`src/rtl/usb_buf_pkg.sv`:
```
// Shared definitions for the USB endpoint byte buffers (TX and RX).
package usb_buf_pkg;

    localparam int BUF_DEPTH  = 64;
    localparam int BUF_DATA_W = 8;
    localparam int BUF_OCC_W  = 7;
    localparam int BUF_PTR_W  = 6;

    typedef logic [BUF_DATA_W-1:0] buf_byte_t;

endpackage : usb_buf_pkg

```
`src/rtl/buf_ptr.sv`:
```
// Wrapping buffer pointer: increments on inc, wraps modulo 2**BUF_PTR_W,
// returns to 0 on a synchronous clear.
module buf_ptr
    import usb_buf_pkg::*;
(
    input  logic                 clk,
    input  logic                 n_rst,
    input  logic                 clear,
    input  logic                 inc,
    output logic [BUF_PTR_W-1:0] ptr
);

    logic [BUF_PTR_W-1:0] ptr_q;
    logic [BUF_PTR_W-1:0] ptr_d;

    // Next pointer: clear overrides increment; natural overflow gives the wrap.
    always_comb begin
        // NOTE: assign a default first in every always_comb so no path can infer a latch.
        ptr_d = ptr_q;
        if (clear) begin
            ptr_d = '0;
        end else if (inc) begin
            ptr_d = ptr_q + 1'b1;
        end
    end

    // Pointer register.
    always_ff @(posedge clk or negedge n_rst) begin
        // NOTE: state uses non-blocking assignments so every flop samples pre-edge values.
        if (!n_rst) begin
            ptr_q <= '0;
        end else begin
            ptr_q <= ptr_d;
        end
    end

    assign ptr = ptr_q;

endmodule : buf_ptr

```
`src/rtl/rx_data_buffer.sv`:
```
// RX endpoint data buffer: byte-wide circular FIFO with first-word-fall-through
// output. Occupancy is the single authority for full/empty.
// Optional: define RX_DATA_BUFFER_ERR_EN to add the sticky buffer_err output
// (overflow or underflow seen since the last clear/reset).
module rx_data_buffer
    import usb_buf_pkg::*;
#(
    parameter int DEPTH  = BUF_DEPTH,
    parameter int DATA_W = BUF_DATA_W
) (
    input  logic                 clk,
    input  logic                 n_rst,
    input  logic [DATA_W-1:0]    rx_packet_data,
    input  logic                 store_rx_packet_data,
    input  logic                 get_rx_data,
    input  logic                 clear,
    output logic [BUF_OCC_W-1:0] buffer_occupancy,
    output logic [DATA_W-1:0]    rx_data
`ifdef RX_DATA_BUFFER_ERR_EN
    ,
    output logic                 buffer_err
`endif
);

    localparam logic [BUF_OCC_W-1:0] OCC_FULL = BUF_OCC_W'(DEPTH);

    logic [DATA_W-1:0]    mem_q [DEPTH];
    logic [DATA_W-1:0]    mem_d [DEPTH];
    logic [BUF_OCC_W-1:0] occ_q;
    logic [BUF_OCC_W-1:0] occ_d;
    logic [BUF_PTR_W-1:0] wptr;
    logic [BUF_PTR_W-1:0] rptr;
    logic                 is_empty;
    logic                 is_full;
    logic                 push_ok;
    logic                 pop_ok;
    logic                 do_push;
    logic                 do_pop;

    // Accept/qualify strobes. At full a simultaneous pop frees the slot the
    // push lands in; at empty a pop is refused, so there is no bypass path.
    always_comb begin
        is_empty = (occ_q == '0);
        is_full  = (occ_q == OCC_FULL);
        push_ok  = store_rx_packet_data && (!is_full || get_rx_data);
        pop_ok   = get_rx_data && !is_empty;
        do_push  = push_ok && !clear;
        do_pop   = pop_ok && !clear;
    end

    buf_ptr u_wptr (
        .clk   (clk),
        .n_rst (n_rst),
        .clear (clear),
        .inc   (do_push),
        .ptr   (wptr)
    );

    buf_ptr u_rptr (
        .clk   (clk),
        .n_rst (n_rst),
        .clear (clear),
        .inc   (do_pop),
        .ptr   (rptr)
    );

    // Storage next-state: only the addressed entry changes on a push.
    always_comb begin
        mem_d = mem_q;
        if (do_push) begin
            mem_d[wptr] = rx_packet_data;
        end
    end

    // Occupancy next-state: +1 push only, -1 pop only, hold otherwise.
    always_comb begin
        occ_d = occ_q;
        if (clear) begin
            occ_d = '0;
        end else begin
            unique case ({do_push, do_pop})
                2'b10:   occ_d = occ_q + 1'b1;
                2'b01:   occ_d = occ_q - 1'b1;
                default: occ_d = occ_q;
            endcase
        end
    end

    // Storage and occupancy registers.
    always_ff @(posedge clk or negedge n_rst) begin
        if (!n_rst) begin
            // NOTE: the array is reset here because reset must discard every stored byte;
            // clear leaves it alone and relies on the empty mask instead.
            for (int i = 0; i < DEPTH; i++) begin
                mem_q[i] <= '0;
            end
            occ_q <= '0;
        end else begin
            mem_q <= mem_d;
            occ_q <= occ_d;
        end
    end

    assign buffer_occupancy = occ_q;
    assign rx_data          = is_empty ? '0 : mem_q[rptr];

`ifdef RX_DATA_BUFFER_ERR_EN
    logic err_q;
    logic err_d;

    // Sticky error: overflow (push refused at full) or underflow (pop at empty); clear wins.
    always_comb begin
        err_d = err_q;
        if (clear) begin
            err_d = 1'b0;
        end else if ((store_rx_packet_data && !push_ok) || (get_rx_data && is_empty)) begin
            err_d = 1'b1;
        end
    end

    // Error flag register.
    always_ff @(posedge clk or negedge n_rst) begin
        if (!n_rst) begin
            err_q <= 1'b0;
        end else begin
            err_q <= err_d;
        end
    end

    assign buffer_err = err_q;
`endif

endmodule : rx_data_buffer

```
`config.mk`:
```
export PLATFORM = sky130hd
export DESIGN_NAME = rx_data_buffer
export DESIGN_NICKNAME = d
export VERILOG_FILES = /design/src/rtl/usb_buf_pkg.sv /design/src/rtl/buf_ptr.sv /design/src/rtl/rx_data_buffer.sv
export SDC_FILE = /design/constraint.sdc
export NUM_CORES = 1
export LEC_CHECK = 0
export CAP_MARGIN = 30
export CELL_PAD_IN_SITES_DETAIL_PLACEMENT = 1
export CELL_PAD_IN_SITES_GLOBAL_PLACEMENT = 1
export CORE_MARGIN = 2
export CORE_UTILIZATION = 49
export CTS_CLUSTER_SIZE = 24
export DETAILED_ROUTE_END_ITERATION = 10
export GPL_TIMING_DRIVEN = 0
export PLACE_DENSITY_LB_ADDON = 0.1
export SYNTH_ARGS = -nofsm -noshare
export SYNTH_HDL_FRONTEND = slang
export SYNTH_SLANG_ARGS = --single-unit
```
`constraint.sdc`:
```
create_clock -name clk -period 2.84 [get_ports clk]
set_input_delay 0.71 -clock clk [delete_from_list [all_inputs] [get_ports clk]]
set_output_delay 0.71 -clock clk [all_outputs]
set_load 0.005 [all_outputs]
```
# ---- After elaboration in Yosys (flattened, before gate mapping)
# Cells that the tools add are included.
dict set report op_classes {
  n_addsub 4
  n_mul 0
  div 0
  magnitude_cmp 3
  eq_ne 3
  n_shift 0
  muxes 13
  n_bitwise 2
  reduce_logical 13
}
# op count
set op_table {}
lappend op_table {{$bwmux 512} 1}
lappend op_table {{$bmux 8 s6} 1}
lappend op_table {{$demux 8 s6} 1}
lappend op_table {{$mux 8} 4}
lappend op_table {{$mux 6} 4}
lappend op_table {{$ge 7x7->1 const B} 2}
lappend op_table {{$not 6->7} 2}
lappend op_table {{$pmux 7 s2} 1}
lappend op_table {{$add 6x1->6 const B} 2}
lappend op_table {{$add 7x1->7 const B} 1}
lappend op_table {{$eq 7x7->1 const B} 1}
lappend op_table {{$logic_not 7->1} 1}
lappend op_table {{$lt 7x1->1 const B} 1}
lappend op_table {{$mux 7} 1}
lappend op_table {{$sub 7x1->7 const B} 1}
lappend op_table {{$logic_and 1x1->1} 5}
lappend op_table {{$reduce_bool 2->1} 2}
lappend op_table {{$logic_not 1->1} 3}
lappend op_table {{$reduce_bool 3->1} 1}
lappend op_table {{$eq 2x1->1 const B} 1}
lappend op_table {{$eq 2x2->1 const B} 1}
lappend op_table {{$logic_or 1x1->1} 1}
dict set report totals {
  reg_bits 531
  latch_bits 0
  ramBits 0
  romBits 0
  inputBits 13
  out_inout_bits 15
  n_memories 0
}

# ---- Logic depth before layout (Yosys ltp)
dict set report logic_depth {
  word_depth 8
  mapped_depth 10
  depth_no_buf 9
}

# ---- Modules after synthesis
# Synthesis repeated with hierarchy kept, for this count alone.
dict set report hier_totals {
  cells_unflattened 1612
  area_unflattened_um2 24599.8
}
# module instances cells_each area_per_inst_um2 seq_area_each_um2
set by_module_without_submodules {}
lappend by_module_without_submodules {rx_data_buffer 1 1564 24061.8 12987.5}
lappend by_module_without_submodules {buf_ptr 2 24 269.0 150.1}

# ---- Worst setup path before layout
# OpenSTA, ideal clock, no wires.
dict set report synth_path {
  path_kind {register to output}
  startpoint {reg u_rptr.ptr_q[0], in the netlist u_rptr.ptr[0]}
  endpoint {out rx_data[1]}
  arrival_time_ns 2.120
  required_ns 2.130
  slack_ns 0.010
  path_stages_with_launch 10
  path_buffers 4
  path_cell_list {dfrtp_1 > buf_2 > buf_4 > buf_2 > buf_2 > mux4_2 > mux2i_1 > o21ai_0 > nand3_1 > a41oi_1}
}
dict set report synth_between {
  elab_chain_len 5
}
# item line
set synth_rtl {}
lappend synth_rtl {{start, declared} buf_ptr.sv:13} ;# logic [BUF_PTR_W-1:0] ptr_q;
lappend synth_rtl {{start signal, assigned} buf_ptr.sv:33} ;# ptr_q <= ptr_d;
lappend synth_rtl {{$not 6->7 (not written as such)} rx_data_buffer.sv:105} ;# assign rx_data = is_empty ? '0 : mem_q[rptr];
lappend synth_rtl {{$bmux 8 s6} rx_data_buffer.sv:105}
lappend synth_rtl {{$mux 8 (not written as such) (2 in a row)} rx_data_buffer.sv:105}
lappend synth_rtl {{$mux 8} rx_data_buffer.sv:105}
lappend synth_rtl {{end, declared} rx_data_buffer.sv:18} ;# output logic [DATA_W-1:0] rx_data
# No other way between the ends. The select of a mux whose other input is x is not followed.

# ---- Final worst setup path
# Same ends and word-level chain as after synthesis.

==> key figures <==
Status
  – Status: finished with violations
  – Failing checks: setup timing

Clock network
  – CTS tree: built
  – Root Driver: clkbuf_16
  – Clk slew on worst S/H paths: ~0.060 ns
  – Clk buf depth: 3
  – Num CTS Buffers: 57
  – Clock Latency Late Sink: 0.62 ns
  – H-tree depth: 2
  – CTS sink cnt: ~530

Worst setup path
  – Largest stage delay, worst path: 0.59 ns
  – Bufs and invs on worst path: 4
  – Crit path cell chain: buf_8, buf_12, buf_12, mux4_2, mux4_2, nand2_2, a41oi_2, buf_2
  – Cell family with most CP delay: multiplexers
  – CP max-delay cell: mux4_2
  – Data required, critical path: approximately 2.1 ns
  – Crit path DAT: ~3.1 ns
  – CP Class: flip-flop to output port
  – Critical path endpoint category: output port
  – CP max FO: 7
  – Startpoint types: flip-flop

Power and ir drop
  – P_leak: between 0.01 and 0.015 uW
  – Max IR drop VDD: about 0.00046 V
  – P per Cell Area: approximately 670 nW/um^2

GRT
  – Vias in the first global route: approximately 17000
  – Initial antenna violation count: 2
  – GRT overflow: 0
  – Largest net degree at the start of global routing: 107
  – Total GRT Usage: 0.296
  – First-pass GRT wire length: 114000 um

Min path
  – Min-Delay Path Class: flip-flop to flip-flop

Yosys
  – Area leader, netlist: dfrtp_1
  – Synth Area in Compound Gates: 0.0218
  – Post-Synthesis Cells: 1622
  – Largest family of logic cells by synthesized area: multiplexers
  – Post-Synth Adder-Cell Area: 0.00203
  – Most frequent cell after synthesis: dfrtp_1
  – Top-area cell type share of the netlist area: 0.538
  – FF+latch count, synth: between 500 and 600
  – Post-Synth XOR/XNOR Area: 0.00532
  – Yosys warnings: 0
  – Mapped Area: 24700 um^2
  – Syn Area/Cell: roughly 15 um^2
  – Commonest cells in the netlist: 531 x dfrtp_1, 508 x mux2_2, 127 x mux4_2
  – Count of different cell masters after synthesis: 51
  – Mux cell area share after synthesis: 0.367
  – Cells taking the most area after synthesis: dfrtp_1 54%, mux2_2 23%, mux4_2 12%
  – Synth Area in Simple Gates: 0.0450
  – Sequential area share after synthesis: 0.538
  – Primary FF master, synth: dfrtp_1
  – Net Count, Synth: between 1500 and 2000
  – EDFF count, synth: 0
  – Post-synthesis async set-or-reset flop share: 1.00

Routing
  – WL final: 75500 um
  – Residual DRC: 0
  – Drt wl/cell: ~30 um
  – Vias per cell: between 6 and 7
  – Iter 0 DRT Violations: a little over 1000
  – DRT Pass-1 Iters: 5
  – DR vias: ~15000
  – Final ANT Viol Nets: 0

Timing
  – Final count of pins violating max slew: 0
  – Unrepaired setup endpoints after global routing: yes
  – Final worst setup slack: -0.973 ns
  – Period utilization: 1.34
  – Final setup violation count: 8
  – FMAX: ~260 MHz
  – Slew @ Worst Pin: 1.15 ns
  – Fin. Hold Viols: 0
  – Final Skew: around 0.018 ns
  – Min Tclk post-route: roughly 3.8 ns
  – Headroom to the max-slew limit: 0.232

Place
  – Cells after DPL: 2331
  – HPWL after DPL: between 50000 and 60000 um
  – Post-place setup slack: -1.84 ns
  – Gpl congestion: 0.879
  – IO Port Bufs: 19

Die
  – Initial Util: 0.495
  – Die width: between 200 and 250 um
  – Core Box Area: about 50000 um^2
  – Rows: 82
  – Die height: 229 um
  – Die area: about 52000 um^2
  – Number of I/O pins: 28

Layout
  – Final cell count without fillers: roughly 2500
  – Fraction of layout cells with a size suffix above 1: 0.540
  – Fillers: roughly 4600
  – Area Overhead vs Synth: 18.6%
  – Total Nets Final: 1774

Flow run
  – Max-Cap Viols: 0
-- cell usage in the layout (no fill, tap or decap), drive strengths merged, types with 2 or more instances in the layout --
cell             n
dfrtp          531
mux2           520
clkbuf         171
mux4           127
buf            107
nand2           80
nor2            43
mux2i           36
o21ai           23
a221oi          20
a21oi           17
nand3           12
xnor2           10
clkinv           9
clkdlybuf4s50    9
or3              6
nor3b            6
or2              5
nand4            5
xor2             5
a41oi            5
nor3             5
inv              4
nand2b           4
ha               4
o31ai            4
and2             3
o211ai           2
nand3b           2
and3b            2
and3             2
nor2b            2
a211oi           2
-- where the power goes --
part           switching [uW]  internal, uW
Clock                    3090          4180
Combinational            2360          2000
Sequential                190          7840
-- per-stage QoR --
| stage | utilization | setup TNS, ns | area, um^2 | hold slack, ns | total power (uW) |
|---|---|---|---|---|---|
| after floorplan | - | 0 | 24700 | 0.414 | 9940 |
| after global placement | 0.515 | - | 25700 | 0.464 | 11400 |
| after detailed placement | 0.522 | -287.64 | 26100 | 0.477 | 11500 |
| after CTS | 0.580 | -7.72 | 29000 | 0.490 | 19600 |
| after global routing | 0.587 | -7.84 | 29300 | 0.511 | 20300 |
| final | 0.587 | -7.38 | 29300 | 0.487 | 19700 |
-- cell type report --
class / instances / area (um^2) / share of cell area
antenna: 1 / 2.50 / 0.0000854
tap: 672 / 841 / 0.0287
multi-input combinational: 964 / 11500 / 0.394
inverter: 4 / 15.0 / 0.000512
buffer: 121 / 841 / 0.0287
sequential: 531 / 13300 / 0.453
timing repair buffer: 78 / 1000 / 0.0342
clock buffer: 90 / 1710 / 0.0583
clock inverter: 10 / 75.1 / 0.00256
-- repair_timing --
item | in CTS | in global routing
setup endpoints to repair | 185 | 302
pin swaps | 17 | 12
gates cloned | 2 | 0
setup buffers | 26 | 13
hold buffers | 1 | 0
gates resized for setup | 240 | 49
hold endpoints to repair | 37 | 0
-- final timing paths --
check / depth (start not counted) / endpoint / slack, ns / start
max: 8 / rx_data[1] / -0.97 / u_rptr.ptr[0]$_DFFE_PN0P_
min: 1 / mem_q[57]$_DFFE_PN0P_ / 0.49 / mem_q[57]$_DFFE_PN0P_
max reg2reg: 8 / mem_q[337]$_DFFE_PN0P_ / 0.07 / buffer_occupancy[3]$_DFFE_PN0P_
min reg2reg: 1 / mem_q[57]$_DFFE_PN0P_ / 0.49 / mem_q[57]$_DFFE_PN0P_
max in group asynchronous: 5 / mem_q[430]$_DFFE_PN0P_ / 0.49 / n_rst
min in group asynchronous: 2 / mem_q[121]$_DFFE_PN0P_ / 0.60 / n_rst
-- per-layer routing --
metal | wire, um | part of all wire | global-route usage
met1 | 31900 | 0.42 | 0.398
met3 | 3420 | 0.045 | 0.0472
met2 | 36600 | 0.49 | 0.485
met5 | 0 | 0 | 0
met4 | 3520 | 0.047 | 0.118
-- kinds of logic after synthesis --
kind of cell | after synthesis
fa+ha+maj | 4
compound gates | 80
xor+xnor | 15
buf+inv | 127
simple gates | 182
flops | 531
mux | 683
-- flip-flops by register name, summed over array words and instances, names as in the netlist --
name and flops:
u_wptr.ptr 6, buffer_occupancy 7, u_rptr.ptr 6, mem_q 512
Note: power is estimated with default switching activity, not from simulation.
